## config.mk

```make
export PLATFORM = sky130hd
export DESIGN_NAME = uart_reg_decoder
export DESIGN_NICKNAME = d
export VERILOG_FILES = /design/src/rtl/uart_reg_decoder.sv
export SDC_FILE = /design/constraint.sdc
export NUM_CORES = 1
export LEC_CHECK = 0
export ABC_AREA = 1
export CAP_MARGIN = 20
export CORE_MARGIN = 2
export CORE_UTILIZATION = 45
export CTS_BUF_LIST = sky130_fd_sc_hd__clkbuf_4 sky130_fd_sc_hd__clkbuf_8 sky130_fd_sc_hd__clkbuf_16
export CTS_CLUSTER_SIZE = 10
export DETAILED_ROUTE_END_ITERATION = 6
export PLACE_DENSITY = 0.78
export SLEW_MARGIN = 20
export SYNTH_ARGS = -nofsm -noshare
export SYNTH_HDL_FRONTEND = slang
export SYNTH_SLANG_ARGS = --single-unit
```

## constraint.sdc

```tcl
create_clock -name clk -period 9.45 [get_ports clk]
set_clock_uncertainty 0.1 [all_clocks]
set_input_delay 1.4175 -clock clk [delete_from_list [all_inputs] [get_ports clk]]
set_output_delay 1.4175 -clock clk [all_outputs]
set_load 0.02 [all_outputs]
```

## src/rtl/uart_reg_decoder.sv

```systemverilog
// uart_reg_decoder: parses 'W' addr data / 'R' addr frames from the UART receiver into a debug register bank.
// Latency: ack 1 cycle after rxValid is sampled; register write visible 1 cycle after data byte; read txSend 2 cycles after address.
// Backpressure: bytes are only taken (acked) in IDLE/ADDR/DATA; SEND holds while txBusy=1, WAIT holds until txBusy falls or txErr.
//
// Optional feature macro: UART_REG_DECODER_WRITE_ECHO_EN
//   defined   -> a successful write goes through SEND/WAIT and echoes the written value
//   undefined -> writes return to IDLE with no transmission
//
// Ports:
//   clk, rstb                  clock, asynchronous active-high reset
//   rxValid/rxData/rxErr/rxAck receiver side; byte held until the one-cycle rxAck
//   txBusy/txErr/txSend/txData transmitter side; txData held from txSend until txBusy falls
//   regs                       flattened register bank, register i at [(i+1)*W-1 : i*W]
//   busy                       high whenever the parser is not in IDLE
//   errPulse/errCount          one-cycle error strobe and saturating error counter

module uart_reg_decoder #(
    parameter int C_UART_DATA_WIDTH = 8,
    parameter int C_REG_COUNT       = 16,
    parameter int C_REG_WIDTH       = 8,
    parameter int C_TIMEOUT         = 1_000_000
) (
    input  logic                               clk,
    input  logic                               rstb,
    input  logic                               rxValid,
    input  logic [C_UART_DATA_WIDTH-1:0]       rxData,
    input  logic                               rxErr,
    output logic                               rxAck,
    input  logic                               txBusy,
    input  logic                               txErr,
    output logic                               txSend,
    output logic [C_UART_DATA_WIDTH-1:0]       txData,
    output logic [C_REG_COUNT*C_REG_WIDTH-1:0] regs,
    output logic                               busy,
    output logic                               errPulse,
    output logic [7:0]                         errCount
);

    localparam int ADDR_W = (C_REG_COUNT > 1) ? $clog2(C_REG_COUNT) : 1;
    localparam int TMO_W  = $clog2(C_TIMEOUT + 1);

    localparam logic [TMO_W-1:0]             TMO_LAST  = TMO_W'(C_TIMEOUT - 1);
    localparam logic [C_UART_DATA_WIDTH:0]   REG_LIMIT = (C_UART_DATA_WIDTH + 1)'(C_REG_COUNT);
    localparam logic [C_UART_DATA_WIDTH-1:0] CMD_WRITE = C_UART_DATA_WIDTH'(8'h57);
    localparam logic [C_UART_DATA_WIDTH-1:0] CMD_READ  = C_UART_DATA_WIDTH'(8'h52);

    typedef enum logic [2:0] {
        S_IDLE,
        S_ADDR,
        S_DATA,
        S_SEND,
        S_WAIT
    } state_t;

    state_t                   state;
    logic                     isWrite;
    logic [ADDR_W-1:0]        addrReg;
    logic [C_REG_WIDTH-1:0]   regFile [C_REG_COUNT];
    logic [TMO_W-1:0]         tmoCnt;
    logic                     txBusyPrev;

    logic                          rxStates;
    logic                          rxTake;
    logic                          addrOk;
    logic                          tmoStates;
    logic                          tmoHit;
    logic                          txFall;
    logic                          errDetect;
    logic [C_UART_DATA_WIDTH-1:0]  regVal;

    always_comb begin
        rxStates  = (state == S_IDLE) || (state == S_ADDR) || (state == S_DATA);
        // The byte is still presented during the ack cycle; skipping that
        // cycle stops the same byte from being consumed twice.
        rxTake    = rxValid && !rxAck && rxStates;
        addrOk    = ({1'b0, rxData} < REG_LIMIT);
        tmoStates = (state == S_ADDR) || (state == S_DATA);
        tmoHit    = tmoStates && (tmoCnt == TMO_LAST);
        txFall    = txBusyPrev && !txBusy;

        regVal = '0;
        regVal[C_REG_WIDTH-1:0] = regFile[addrReg];

        // A byte arriving on the timeout cycle takes priority over the timeout.
        errDetect = (rxTake && rxErr)
                 || (rxTake && !rxErr && (state == S_ADDR) && !addrOk)
                 || (!rxTake && tmoHit)
                 || ((state == S_WAIT) && txErr);
    end

    always_ff @(posedge clk or posedge rstb) begin
        if (rstb) begin
            state      <= S_IDLE;
            isWrite    <= 1'b0;
            addrReg    <= '0;
            tmoCnt     <= '0;
            txBusyPrev <= 1'b0;
            rxAck      <= 1'b0;
            txSend     <= 1'b0;
            txData     <= '0;
            errPulse   <= 1'b0;
            errCount   <= 8'd0;
            for (int i = 0; i < C_REG_COUNT; i++) begin
                regFile[i] <= '0;
            end
        end else begin
            rxAck      <= rxTake;
            txSend     <= 1'b0;
            txBusyPrev <= txBusy;
            errPulse   <= errDetect;
            if (errDetect && (errCount != 8'hFF)) begin
                errCount <= errCount + 8'd1;
            end

            // Idle-time counter between bytes of one frame.
            if (rxTake || !tmoStates || tmoHit) begin
                tmoCnt <= '0;
            end else begin
                tmoCnt <= tmoCnt + 1'b1;
            end

            case (state)
                S_IDLE: begin
                    // Unknown bytes are acked and dropped without an error.
                    if (rxTake && !rxErr) begin
                        if (rxData == CMD_WRITE) begin
                            isWrite <= 1'b1;
                            state   <= S_ADDR;
                        end else if (rxData == CMD_READ) begin
                            isWrite <= 1'b0;
                            state   <= S_ADDR;
                        end
                    end
                end

                S_ADDR: begin
                    if (rxTake) begin
                        if (rxErr || !addrOk) begin
                            state <= S_IDLE;
                        end else begin
                            addrReg <= rxData[ADDR_W-1:0];
                            state   <= isWrite ? S_DATA : S_SEND;
                        end
                    end else if (tmoHit) begin
                        state <= S_IDLE;
                    end
                end

                S_DATA: begin
                    if (rxTake) begin
                        if (rxErr) begin
                            state <= S_IDLE;
                        end else begin
                            regFile[addrReg] <= rxData[C_REG_WIDTH-1:0];
`ifdef UART_REG_DECODER_WRITE_ECHO_EN
                            // SEND reads the register after this write lands,
                            // so the echo carries the new value.
                            state <= S_SEND;
`else
                            state <= S_IDLE;
`endif
                        end
                    end else if (tmoHit) begin
                        state <= S_IDLE;
                    end
                end

                S_SEND: begin
                    if (!txBusy) begin
                        txSend <= 1'b1;
                        txData <= regVal;
                        state  <= S_WAIT;
                    end
                end

                S_WAIT: begin
                    if (txErr || txFall) begin
                        state <= S_IDLE;
                    end
                end

                default: begin
                    state <= S_IDLE;
                end
            endcase
        end
    end

    assign busy = (state != S_IDLE);

    for (genvar i = 0; i < C_REG_COUNT; i++) begin : g_regs
        assign regs[i*C_REG_WIDTH +: C_REG_WIDTH] = regFile[i];
    end

endmodule

```

# Word level (Yosys, flattened, before mapping)
# Cells that the tools add are included.
# W data, S select, Z words.
# op_classes
add_sub_neg	2
reduce_logical	36
n_eq_ne	12
n_bitwise	4
mux	22
order_cmp	3
# op_table
cell	count
$bwmux W128	1
$bmux W8 S4	1
$demux W8 S4	1
$mux W3	8
$mux W8	3
$add A20 B1 Y20 const B	1
$eq A20 B20 Y1 const B	1
$mux W20	1
$eq A8 B7 Y1 const B	2
$pmux W3 S5	1
$logic_and A1 B1 Y1	12
$logic_or A1 B1 Y1	10
$reduce_and A3 Y1	3
$add A8 B1 Y8 const B	1
$lt A8 B5 Y1 const B	1
$ne A8 B8 Y1 const B	1
$eq A3 B2 Y1 const B	2
$logic_not A1 Y1	6
$ge A5 B5 Y1 const B	1
$lt A5 B1 Y1 const B	1
$mux W1	5
$not A4 Y5	1
$ne A2 B1 Y1 const B	2
$reduce_and A4 Y1	1
other kinds (10)	12
# word_totals
inputBits	14
out_inout_bits	148
register_bits	176
elab_cells	105

# Logic depth before layout (Yosys ltp)
# depth
depth_word	11
depth_mapped	12
mapped_depth_nobuf	12

# Least setup slack after synthesis
# OpenSTA, ideal clock, no wires.
# synth_path
kind	input -> register
start	input rxData[4]
end	register state[1]
path_slack_ns	6.877
arrival_time_ns	2.396
setup_time_ns	0.077
required_time_ns	9.273
path_buffers	0
cell_stages	7
cell_sequence	inv_1 nand4_1 nor2_1 nand3_1 nand2_1 nand2_1 a21oi_1
# synth_via
elab_chain_cells	6
word_cells_on_any_way	12
cone_classes	1 x order compare; 3 x eq/ne; 5 x mux; 3 x reduce/logical
# synth_rtl
element	line	text
from (decl)	26	input logic [C_UART_DATA_WIDTH-1:0] rxData,
$lt A8 B5 Y1	76	addrOk = ({1'b0, rxData} < REG_LIMIT);
$logic_not A1 Y1	138	if (rxErr || !addrOk) begin
$logic_or A1 B1 Y1	138	
$mux W2	138	
$mux W3	137	if (rxTake) begin
$pmux W3 S5	122	case (state)
to (signal assigned)	142	state <= isWrite ? S_DATA : S_SEND;
to (decl)	55	state_t state;
# Several ways; a longest one is shown, not always the timed one. The select of a mux whose other input is x is not followed.
# A chain may end at the register's enable or synchronous reset.

# Worst setup path in the final report
# layout_path
start	register state[1]
end	output busy
# layout_via
elab_chain_cells	1
# layout_rtl
element	line	text
$reduce_bool A3 Y1	189	assign busy = (state != S_IDLE);
to (decl)	34	output logic busy,
# Every way passes these cells.

==> results.md <==
* Status: complete, no violations
* Cell family with most CP delay: buffers and inverters
* Flops & latches, synth at 176
* Total grt overflow at 0
* Worst Hold Class: flip-flop to flip-flop
* CTS Hold Bufs at 0
* Worst-case clock buffer depth at 2
* Worst r2r path cells at 7
* Reg2reg setup slack at 6.98 ns
* Clock tree from TritonCTS: yes
* Top routing layer used: met4
* Cell Rows at 50
* Crit path buf inv count at 1
* Worst setup EP type: output port
* IO Port Bufs at 161
* Layout Area Growth over Synthesis at 27.61%
* First drt pass iteration count at 5
* Die span in x at 141.4 um
* Peak VDD IR at 112.7 uV
* Initial antenna violation count at 0
* Critical path launch point: state[1]$_DFFE_PP0P_
* Clk sinks at 176
* Clk slew on worst S/H paths at 0.06 ns
* Max Fanout on Critical Path at 6
* Clock latency at the later pin of the worst-skew pair at 0.43 ns
* Setup Viol. Count Final at 0
* Crit path to: busy
* Worst path max stage delay at 0.58 ns
* R2R Path End: regs[97]$_DFFE_PP0P_
* DP HPWL at 16,530 um
* Drt first-iter violations at 677
* CTS Buf Count at 17
* Lkg Pwr at 5.033 nW
* Metal-1 WL at 9836 um
* Max_slew headroom at 0.2961
* RR Startpoint: addrReg[0]$_DFFE_PP0P_
* Root cell of the clock tree: clkbuf_16
* Critical-path cell list: nor2_1 -> nand2_1 -> clkdlybuf4s50_1
* Worst Setup Start Kind: flip-flop
* Final Max Slew Viols at 0
* Die Area at 19,990 um^2
* H-tree levels at 4
* Residual DRC count at 0
* Hold WS at 0.3686 ns
* Core box area at 18,640 um^2
* Final hold vios at 0
* Placed inst area at 10,150 um^2
* Initial Util at 0.4557
* Syn avg cell area at 9.255 um^2
* Via density per instance at 5.492
* Tmin final at 3.435 ns
* Worst EP required at 7.93 ns
* Synthesized area at 8496 um^2
* Final ANT Viol Nets at 0
* Cell Count, Final, Fillers Out at 1,306
* Synthesized Nets at 934
* Via count at 7,172
* RD Place Congestion at 0.8843
* Worst-margin pin slew at 1.055 ns
* Syn. warnings at 0
* Design Area, Final at 10,840 um^2
* Met3 wire length at 1786 um
* Final setup TNS at 0 ns
* Fmax at 291.2 MHz
* Post-route setup slack at 6.015 ns
* Total Nets Final at 1,076
* Met2 wire length at 11,520 um
* Layout cell share with drive strength beyond 1 at 0.1446
* Number of global-route vias before repair at 6,891
* Critical-path top delay cell: clkdlybuf4s50_1
* Wirelength per Cell at 18.09 um
* Post-Synthesis Cells at 918
* WP data arrival at 1.92 ns
* Max-cap violation count at 0
* Critical path class: flip-flop to output port
* CP Depth at 3
* Sequential share of the synthesized area at 0.5184
* Largest net degree at the start of global routing at 117
* Tcrit/Tclk final at 0.3634
* Pre-CTS setup slack at 5.816 ns
* RSZ-0062 raised after global routing: no
* Total GRT Usage at 0.2445
* Placed insts at 1,274
* Number of post-CTS setup repair buffers at 0
* Ports at 162
* First-pass GRT wire length at 37,670 um
* Post-synth cell types at 32
* WL final at 23,620 um
* N_diodes at 0
* Pwr/cell area at 154.6 nW/um^2
* Die height at 141.4 um
* Resize count post-CTS at 0
report_power, final:
part	total (mW)	switching [mW]	internal, mW
Combinational	0.0941	0.0625	0.0316
Sequential	0.774	0.0115	0.762
Clock	0.808	0.293	0.514
Total	1.68	0.367	1.31
kinds of logic (layout without fill, tap and decap cells):
logic type | Yosys count | count (layout) | share of synthesized area
buf+inv | 92 | 246 | 0.05699
fa+ha+maj | 2 | 2 | 0.002945
flops | 176 | 176 | 0.5184
xor+xnor | 17 | 17 | 0.01753
compound gates | 208 | 208 | 0.1769
simple gates | 423 | 423 | 0.2272
final cells by class:
type / count / area, um^2
fillers: 1556 / 7801
clock inverters: 10 / 206.4
clock buffers: 21 / 467.9
well taps: 234 / 292.8
multi-input cells: 650 / 3622
flip-flops and latches: 176 / 4404
repair buffers: 166 / 1657
inverters: 49 / 191.4
metrics by stage:
step | utilization | power, mW
floorplan | - | 0.8416
global placement | 0.5443 | 0.8811
detailed placement | 0.5443 | 0.8822
CTS | 0.5805 | 1.682
global route | 0.5815 | 1.724
finish | 0.5815 | 1.676
cells in the mapped netlist (all sizes together):
library cell,number,area share
o21ai,135,0.11
buf,32,0.030
dfrtp,176,0.52
ha,2,0.0029
nor4,1,0.00074
inv,48,0.021
xor2,10,0.010
nor3,12,0.0071
xnor2,7,0.0072
clkbuf,11,0.0049
a22oi,64,0.057
a21oi,6,0.0040
a211oi,1,0.00088
nand3,29,0.019
nor3b,3,0.0027
nor2,75,0.043
nand2,295,0.15
and2,1,0.00074
a31oi,2,0.0015
nand4,7,0.0052
clkinv,1,0.00044
flip-flops by register name, indices dropped and copies added, names as in the netlist:
register / cells
errPulse: 1
errCount: 8
isWrite: 1
txData: 8
regs: 128
txBusyPrev: 1
state: 3
rxAck: 1
addrReg: 4
txSend: 1
tmoCnt: 20
per-layer routing:
layer	vias to the layer above	global-route usage
met5	-	0
met4	0	0.09000
met3	35	0.04590
met2	284	0.3965
met1	3507	0.3299
li1	3346	-
how the worst min path moves through the flow:
stage	depth (start not counted)	from	slack, ns	to
after floorplan	1	tmoCnt[0]$_DFF_PP0_	0.33	tmoCnt[0]$_DFF_PP0_
after global placement	1	tmoCnt[0]$_DFF_PP0_	0.35	tmoCnt[0]$_DFF_PP0_
after detailed placement	1	tmoCnt[0]$_DFF_PP0_	0.36	tmoCnt[0]$_DFF_PP0_
after CTS	1	tmoCnt[0]$_DFF_PP0_	0.37	tmoCnt[0]$_DFF_PP0_
after global routing	1	tmoCnt[0]$_DFF_PP0_	0.40	tmoCnt[0]$_DFF_PP0_
final	1	tmoCnt[0]$_DFF_PP0_	0.37	tmoCnt[0]$_DFF_PP0_
cells in the final DEF (no fill, tap or decap), drive strengths merged:
cell type and n:
inv 48, nor4 1, xnor2 7, buf 5, a21oi 6, bufinv 6, clkbuf 21, nor3 12
clkinvlp 1, xor2 10, nor3b 3, nand3 29, nand4 7, clkdlybuf4s50 161, o21ai 135, a211oi 1
dfrtp 176, and2 1, nor2 75, clkinv 4, a31oi 2, ha 2, a22oi 64, nand2 295
No activity file was read; power rests on OpenSTA's default activity.
